$ cat src/rtl/prog_fetch.sv
// prog_fetch: program counter, instruction register and 2-level call stack
// for a 12-bit instruction fetch unit.
//
// Ports:
//   clk2       in   system clock; all state updates on its rising edge
//   reset      in   asynchronous active-high reset
//   ce         in   clock enable; when low, all state holds
//   rom_data   in   program word at rom_addr (combinational, same cycle)
//   skip       in   annul request from the decoder (flushes next inst)
//   pcl_we     in   PCL write strobe; pc <= {pa,0,aluout}
//   aluout     in   ALU result for PCL writes
//   pa         in   page-select bits
//   rom_addr   out  fetch address (== pc)
//   pc         out  current program counter
//   inst       out  registered instruction word
//   stk_depth  out  stack occupancy 0..2
//   stk_ovf    out  sticky stack overflow
//   stk_unf    out  sticky stack underflow
module prog_fetch #(
  parameter logic [10:0] RESET_VEC = 11'h7FF
) (
  input  logic        clk2,
  input  logic        reset,
  input  logic        ce,
  input  logic [11:0] rom_data,
  input  logic        skip,
  input  logic        pcl_we,
  input  logic [7:0]  aluout,
  input  logic [1:0]  pa,
  output logic [10:0] rom_addr,
  output logic [10:0] pc,
  output logic [11:0] inst,
  output logic [1:0]  stk_depth,
  output logic        stk_ovf,
  output logic        stk_unf
);

  logic [10:0] r_pc, r_stk1, r_stk2;
  logic [11:0] r_inst;
  logic [1:0]  r_depth;
  logic        r_ovf, r_unf;

  logic        w_goto, w_call, w_retlw, w_push, w_pop, w_flush;
  logic [10:0] w_pc_nxt;

  // Branch decode works on the instruction already latched, so every taken
  // branch costs exactly one flushed fetch.
  assign w_goto  = (r_inst[11:9] == 3'b101);
  assign w_call  = (r_inst[11:8] == 4'b1001);
  assign w_retlw = (r_inst[11:8] == 4'b1000);

  // A PCL write overrides the branch and also suppresses its stack effect.
  assign w_push  = w_call  & ~pcl_we;
  assign w_pop   = w_retlw & ~pcl_we;
  assign w_flush = pcl_we | w_goto | w_call | w_retlw | skip;

  always_comb begin
    w_pc_nxt = r_pc + 11'd1;  // natural wrap 7FF -> 000
    if (pcl_we)       w_pc_nxt = {pa, 1'b0, aluout};
    else if (w_goto)  w_pc_nxt = {pa, r_inst[8:0]};
    else if (w_call)  w_pc_nxt = {pa, 1'b0, r_inst[7:0]};
    else if (w_retlw) w_pc_nxt = r_stk1;
  end

  always_ff @(posedge clk2 or posedge reset) begin
    if (reset) begin
      r_pc    <= RESET_VEC;
      r_inst  <= 12'h000;
      r_stk1  <= 11'h000;
      r_stk2  <= 11'h000;
      r_depth <= 2'd0;
      r_ovf   <= 1'b0;
      r_unf   <= 1'b0;
    end else if (ce) begin
      r_pc   <= w_pc_nxt;
      r_inst <= w_flush ? 12'h000 : rom_data;
      if (w_push) begin
        // r_pc already points past the CALL, so it is the return address.
        r_stk2 <= r_stk1;
        r_stk1 <= r_pc;
        if (r_depth == 2'd2) r_ovf   <= 1'b1;
        else                 r_depth <= r_depth + 2'd1;
      end else if (w_pop) begin
        // stk2 is left as-is; an empty pop keeps returning the stale top.
        r_stk1 <= r_stk2;
        if (r_depth == 2'd0) r_unf   <= 1'b1;
        else                 r_depth <= r_depth - 2'd1;
      end
    end
  end

  assign rom_addr  = r_pc;
  assign pc        = r_pc;
  assign inst      = r_inst;
  assign stk_depth = r_depth;
  assign stk_ovf   = r_ovf;
  assign stk_unf   = r_unf;

endmodule

$ cat config.mk
export PLATFORM = sky130hd
export DESIGN_NAME = prog_fetch
export DESIGN_NICKNAME = d
export VERILOG_FILES = /design/src/rtl/prog_fetch.sv
export SDC_FILE = /design/constraint.sdc
export NUM_CORES = 1
export LEC_CHECK = 0
export ABC_CLOCK_PERIOD_IN_PS = 2100
export CAP_MARGIN = 20
export CORE_AREA = 2 2 76 78
export DETAILED_ROUTE_END_ITERATION = 16
export DIE_AREA = 0 0 78 80
export PLACE_DENSITY = 0.85
export SLEW_MARGIN = 20
export SYNTH_ARGS = -nofsm -noshare
export SYNTH_HDL_FRONTEND = slang
export SYNTH_SLANG_ARGS = --single-unit
export TNS_END_PERCENT = 1
$ cat constraint.sdc
create_clock -name clk2 -period 2.1 [get_ports clk2]
set_input_delay 0.42 -clock clk2 [delete_from_list [all_inputs] [get_ports clk2]]
set_output_delay 0.42 -clock clk2 [all_outputs]
set_load 0.01 [all_outputs]
* Word-level counts from Yosys, hierarchy flattened
Index checks and enable logic that the tools add are counted.
** Word-level totals
- Output and inout bits :: 38
- Word-level logic and storage cells :: 42
- Bits in registers :: 49
** Operators by class
- Bitwise logic cells :: 8
- Add/sub/neg operators :: 3
- Mux-type cells :: 11
- Eq/ne operators :: 6
- Reductions and logical operators :: 7
** Operator list (number)
- 11-bit two-way mux :: 6
- 12-bit two-way mux :: 1
- 11-bit by 1-bit adder with 11-bit output (second input constant) :: 1
- 4-bit == test (second input constant) :: 2
- 2-bit two-way mux :: 4
- 4-bit AND reduction :: 2
- 2-bit != test (second input constant) :: 2
- 1-bit bitwise OR :: 4
- 2-bit AND reduction :: 2
- 3-bit == test (second input constant) :: 1
- 3-bit AND reduction :: 1
- 2-bit by 1-bit adder with 2-bit output (second input constant) :: 1
- 1-bit AND :: 2
- 2-bit == test (second input constant) :: 1
- 2-bit zero test :: 1
- 1-bit NOT :: 2
- 2-bit nonzero test :: 1
- 2-bit by 1-bit subtractor with 2-bit output (second input constant) :: 1

* Logic depth before layout (Yosys ltp)
- Depth in word-level cells :: 6
- Mapped depth :: 6

* Least setup slack after synthesis
No wires, ideal clock.
- Kind :: reg-to-reg
- Start point :: register r_pc[0], in the netlist pc[0]
- End point :: register r_pc[10], in the netlist pc[10]
- Library setup time :: 0.077 ns
- Clock period less this slack :: 1.960 ns
- Slack :: 0.140 ns
- Stages on the path, launching flop included :: 6
- Arrival :: 1.883 ns
- Path through :: dfstp_2 -> ha_1 -> nand3_4 -> or4_1 -> a311o_1 -> a31oi_1
** Between the ends
- Cells in the longest elaborated chain, start to end :: 5
** Ends and longest elaborated chain
- start: declaration :: RTL line 38 : logic [10:0] r_pc, r_stk1, r_stk2;
- start signal: assignment :: RTL line 75 : r_pc <= w_pc_nxt;
- 11-bit by 1-bit adder with 11-bit output :: RTL line 58 : w_pc_nxt = r_pc + 11'd1;
- 11-bit two-way mux :: RTL line 62 : else if (w_retlw) w_pc_nxt = r_stk1;
- 11-bit two-way mux :: RTL line 61 : else if (w_call) w_pc_nxt = {pa, 1'b0, r_inst[7:0]};
- 11-bit two-way mux :: RTL line 60 : else if (w_goto) w_pc_nxt = {pa, r_inst[8:0]};
- 11-bit two-way mux :: RTL line 59 : if (pcl_we) w_pc_nxt = {pa, 1'b0, aluout};
Every way passes these cells.
A chain may end at the register's enable or synchronous reset.

* Worst setup path after layout
Same ends and word-level chain as after synthesis.

==> metrics.csv <==
stage,metric,value,unit
run_status,result of the run,"finished, final reports clean",
layout,final core area utilization,63.7,%
global_route,wire length of the first global-routing pass,11100,um
sta,setup repair after global routing missed its margin,no,
yosys,most area-hungry cell type in the Yosys netlist,dfrtp_1,
setup_path,crit path DAT,2.22,ns
clocking,Num CTS Buffers,5,
power_and_ir_drop,power density over the cells,815,mW/mm^2
global_route,via count of the first global-routing pass,2213,
yosys,ranking of synthesized cells by area,"dfrtp_1 37%, dfstp_2 11%, mux2_2 6.1%",
route,number of nets with antenna violations after routing,0,
yosys,Syn Nets,285,
die,y dimension of the die,80,um
clocking,depth of the CTS H-tree,2,
sta,maximum clock frequency,504,MHz
clocking,post-CTS setup repair buffer count,0,
yosys,mapped cell area,0.00259,sq mm
layout,antenna diode count,0,
yosys,warning count from the yosys run,0,
sta,transition time of the tightest slew-check pin,0.494,ns
placed_design,post-DP HPWL,4780,um
sta,Hold Fails Final Rpt,0,
setup_path,peak per-stage delay on the critical path,0.54,ns
die,Ports,65,
power_and_ir_drop,Static Leakage,1.52,nW
yosys,async set-or-reset flop fraction in the synthesized netlist,100,%
clocking,clock edge transition at the registers on the reported setup and hold paths,0.09,ns
layout,Sequential Area,0.00124,sq mm
placed_design,final weighted congestion in routability-driven placement,0.867,
run,number of max-cap violations,0,
sta,post-route clock skew,0.00947,ns
sta,period utilisation layout,94.6,%
yosys,main flop type after synthesis,dfrtp_1,
route,per-cell via count in the routed design,5.79,
die,initial core utilization,47.8,%
layout,synthesis-to-finish area growth,33.0,%
layout,area taken by multi-input logic gates,0.00117,sq mm
setup_path,cells along the critical path,ha_2 > nand3_4 > or4_4 > a311o_1 > a31oi_1,
yosys,mean area per synthesized cell,10.1,sq um
sta,total negative slack,0,ns
yosys,Cell variety after synth,50,
route,total DRC errors in the routed layout,0,
yosys,proportion of synthesized chip area in sequential cells,47.9,%
yosys,most repeated cell in the gate-level netlist after synthesis,dfrtp_1,
setup_path,required time of the worst setup path,2.33,ns
route,detailed router's first-iteration violation count,200,
placed_design,number of port buffers,64,
setup_path,cell with the largest stage delay on the worst path,dfstp_2,
route,sum of routed wire length over all layers,6750,um
setup_path,launch instance of the worst register-to-register path,pc[0],
yosys,area share of the leading cell type in the synthesized netlist,36.8,%
route,average wire length per cell after detail routing,17.2,um
setup_path,end of the worst register-to-register path,pc[10],
clocking,TritonCTS clock tree,done,
clocking,clock tree sinks,49,
clocking,clock latency reported for the late side of the worst-skew pair,0.31,ns
setup_path,endpoint type of the worst setup path,register,
setup_path,Top Family by Delay on Critical Path,simple AND/OR/NAND/NOR gates,
global_route,antenna violations before repair,0,
yosys,instance count of the mapped netlist,257,
die,width of the die,78,um
yosys,number of flops mapped to enable cells by yosys,0,
setup_path,startpoint type of the worst setup path,register,
setup_path,number of buffer and inverter instances along the worst setup path,0,
global_route,largest net degree at the start of global routing,50,
clocking,root buffer selected by CTS,clkbuf_8,
die,Placeable Area,0.00541,sq mm
global_route,overall overflow remaining after global route,0,
min_path,Hold Crit Class,in2async,
setup_path,Setup Crit Path Kind,reg2reg,
layout,proportion of layout cells with a drive suffix above 1,18.4,%
die,# rows,27,
power_and_ir_drop,worst vdd ir,587,uV
sta,worst relative slew slack,67.1,%
clocking,deepest clock path buffer count,2,
layout,number of nets in the layout,347,
setup_path,critical path peak fanout,7,
route,total via count in the routed design,2270,
sta,max-slew violation count,0,
layout,number of fill cells in the layout,443,
die,die area,0.00624,sq mm
sta,final critical path time including I/O delays and setup,1.99,ns
yosys,Synth top cells by count,"38 x dfrtp_1, 23 x nor2_1, 18 x a21oi_1, 16 x nand2_1, 14 x mux2_2",
setup_path,number of cells on the worst reg-to-reg path,5,
sta,final-report setup violation count,0,
setup_path,setup slack on the worst flop-to-flop path,0.11,ns
route,number of detailed-routing iterations run before antenna repair,4,
yosys,number of storage elements in the synthesis netlist,49,
global_route,global-route usage over all layers,22.9,%
-- placed cells by master, fill, tap and decap left out, types with 2 or more instances in the layout --
| cell type | n |
|---|---|
| a21oi_1 | 18 |
| a22o_1 | 12 |
| a311o_1 | 3 |
| a31oi_1 | 6 |
| and3_1 | 2 |
| buf_4 | 17 |
| clkbuf_8 | 6 |
| clkdlybuf4s50_1 | 64 |
| dfrtp_1 | 38 |
| dfstp_2 | 11 |
| inv_1 | 7 |
| mux2_2 | 14 |
| mux2i_1 | 12 |
| nand2_1 | 16 |
| nand2b_1 | 3 |
| nand3_1 | 2 |
| nand4_1 | 3 |
| nor2_1 | 23 |
| nor3_1 | 8 |
| nor3b_1 | 2 |
| nor4_1 | 2 |
| o211ai_1 | 3 |
| o21a_1 | 2 |
| o21ai_0 | 13 |
| o41ai_1 | 2 |
| xor2_1 | 3 |
-- per-layer routing --
layer | vias to the layer above | track usage, % | wire (um)
met4 | 0 | 10.2 | 240
met5 | - | 0 | 0
met1 | 1079 | 29.8 | 2850
met3 | 24 | 4.64 | 478
met2 | 114 | 37.1 | 3190
li1 | 1053 | - | -
-- logic make-up (layout without fill, tap and decap cells) --
group	count (synthesis)	in the layout	share of synthesized area, %
AOI/OAI and AO/OA	71	71	18.9
xor gates and xnor gates	3	3	1.02
adders and majority gates	1	1	0.484
buffers and inverters	36	99	7.11
DFF	49	49	47.9
muxes	26	26	10.7
and+or+nand+nor	71	71	13.8
-- sequential cells by signal (all words and copies together) (netlist names) --
signal	flops
inst	12
pc	11
r_stk1	11
r_stk2	11
stk_depth	2
stk_ovf	1
stk_unf	1
-- power breakdown --
group          switching, mW  total (mW)  internal (mW)
Clock                  0.316       0.704          0.387
Sequential             0.182        1.32           1.13
Combinational          0.350       0.784          0.434
-- layout make-up --
cell class / instances / area share, %
tap: 72 / 2.62
clock buffer: 6 / 2.40
multi-input combinational: 172 / 34.0
sequential: 49 / 36.0
timing repair buffer: 82 / 22.9
clock inverter: 2 / 1.09
inverter: 9 / 0.982
-- worst register-to-register path, delay by kind of cell (launching register included) --
family | cells | cell delay, ns
flops | 1 | 0.54
compound gates | 2 | 0.50
simple gates | 2 | 0.66
fa+ha+maj | 1 | 0.21
-- through the flow --
| step | area (sq um) | power [mW] | setup slack (ns) | hold slack [ns] | cells |
|---|---|---|---|---|---|
| floorplan | 2590 | 1.73 | 0.140 | 0.479 | 257 |
| global placement | 3310 | 2.07 | 0.174 | 0.477 | 384 |
| detailed placement | 3310 | 2.10 | 0.101 | 0.469 | 384 |
| CTS | 3430 | 2.81 | 0.0723 | 0.463 | 392 |
| global route | 3440 | 2.95 | 0.00812 | 0.499 | 392 |
| finish | 3440 | 2.80 | 0.114 | 0.453 | 392 |
-- repair_timing --
| action | 4_1_cts | 5_1_grt |
|---|---|---|
| hold buffers | 0 | 0 |
| endpoints found under the setup margin | 0 | 1 |
| gates resized for setup | 0 | 2 |
-- worst max-delay path by stage --
stage | slack (ns) | end | depth (start not counted) | start
after floorplan | 0.14 | pc[10] | 5 | pc[0]
after global placement | 0.17 | pc[10] | 5 | pc[1]
after detailed placement | 0.10 | pc[10] | 5 | pc[1]
after CTS | 0.07 | pc[10] | 5 | pc[1]
after global routing | 0.008 | pc[10] | 5 | pc[0]
final | 0.11 | pc[10] | 5 | pc[0]
(Power assumes the default switching activity.)
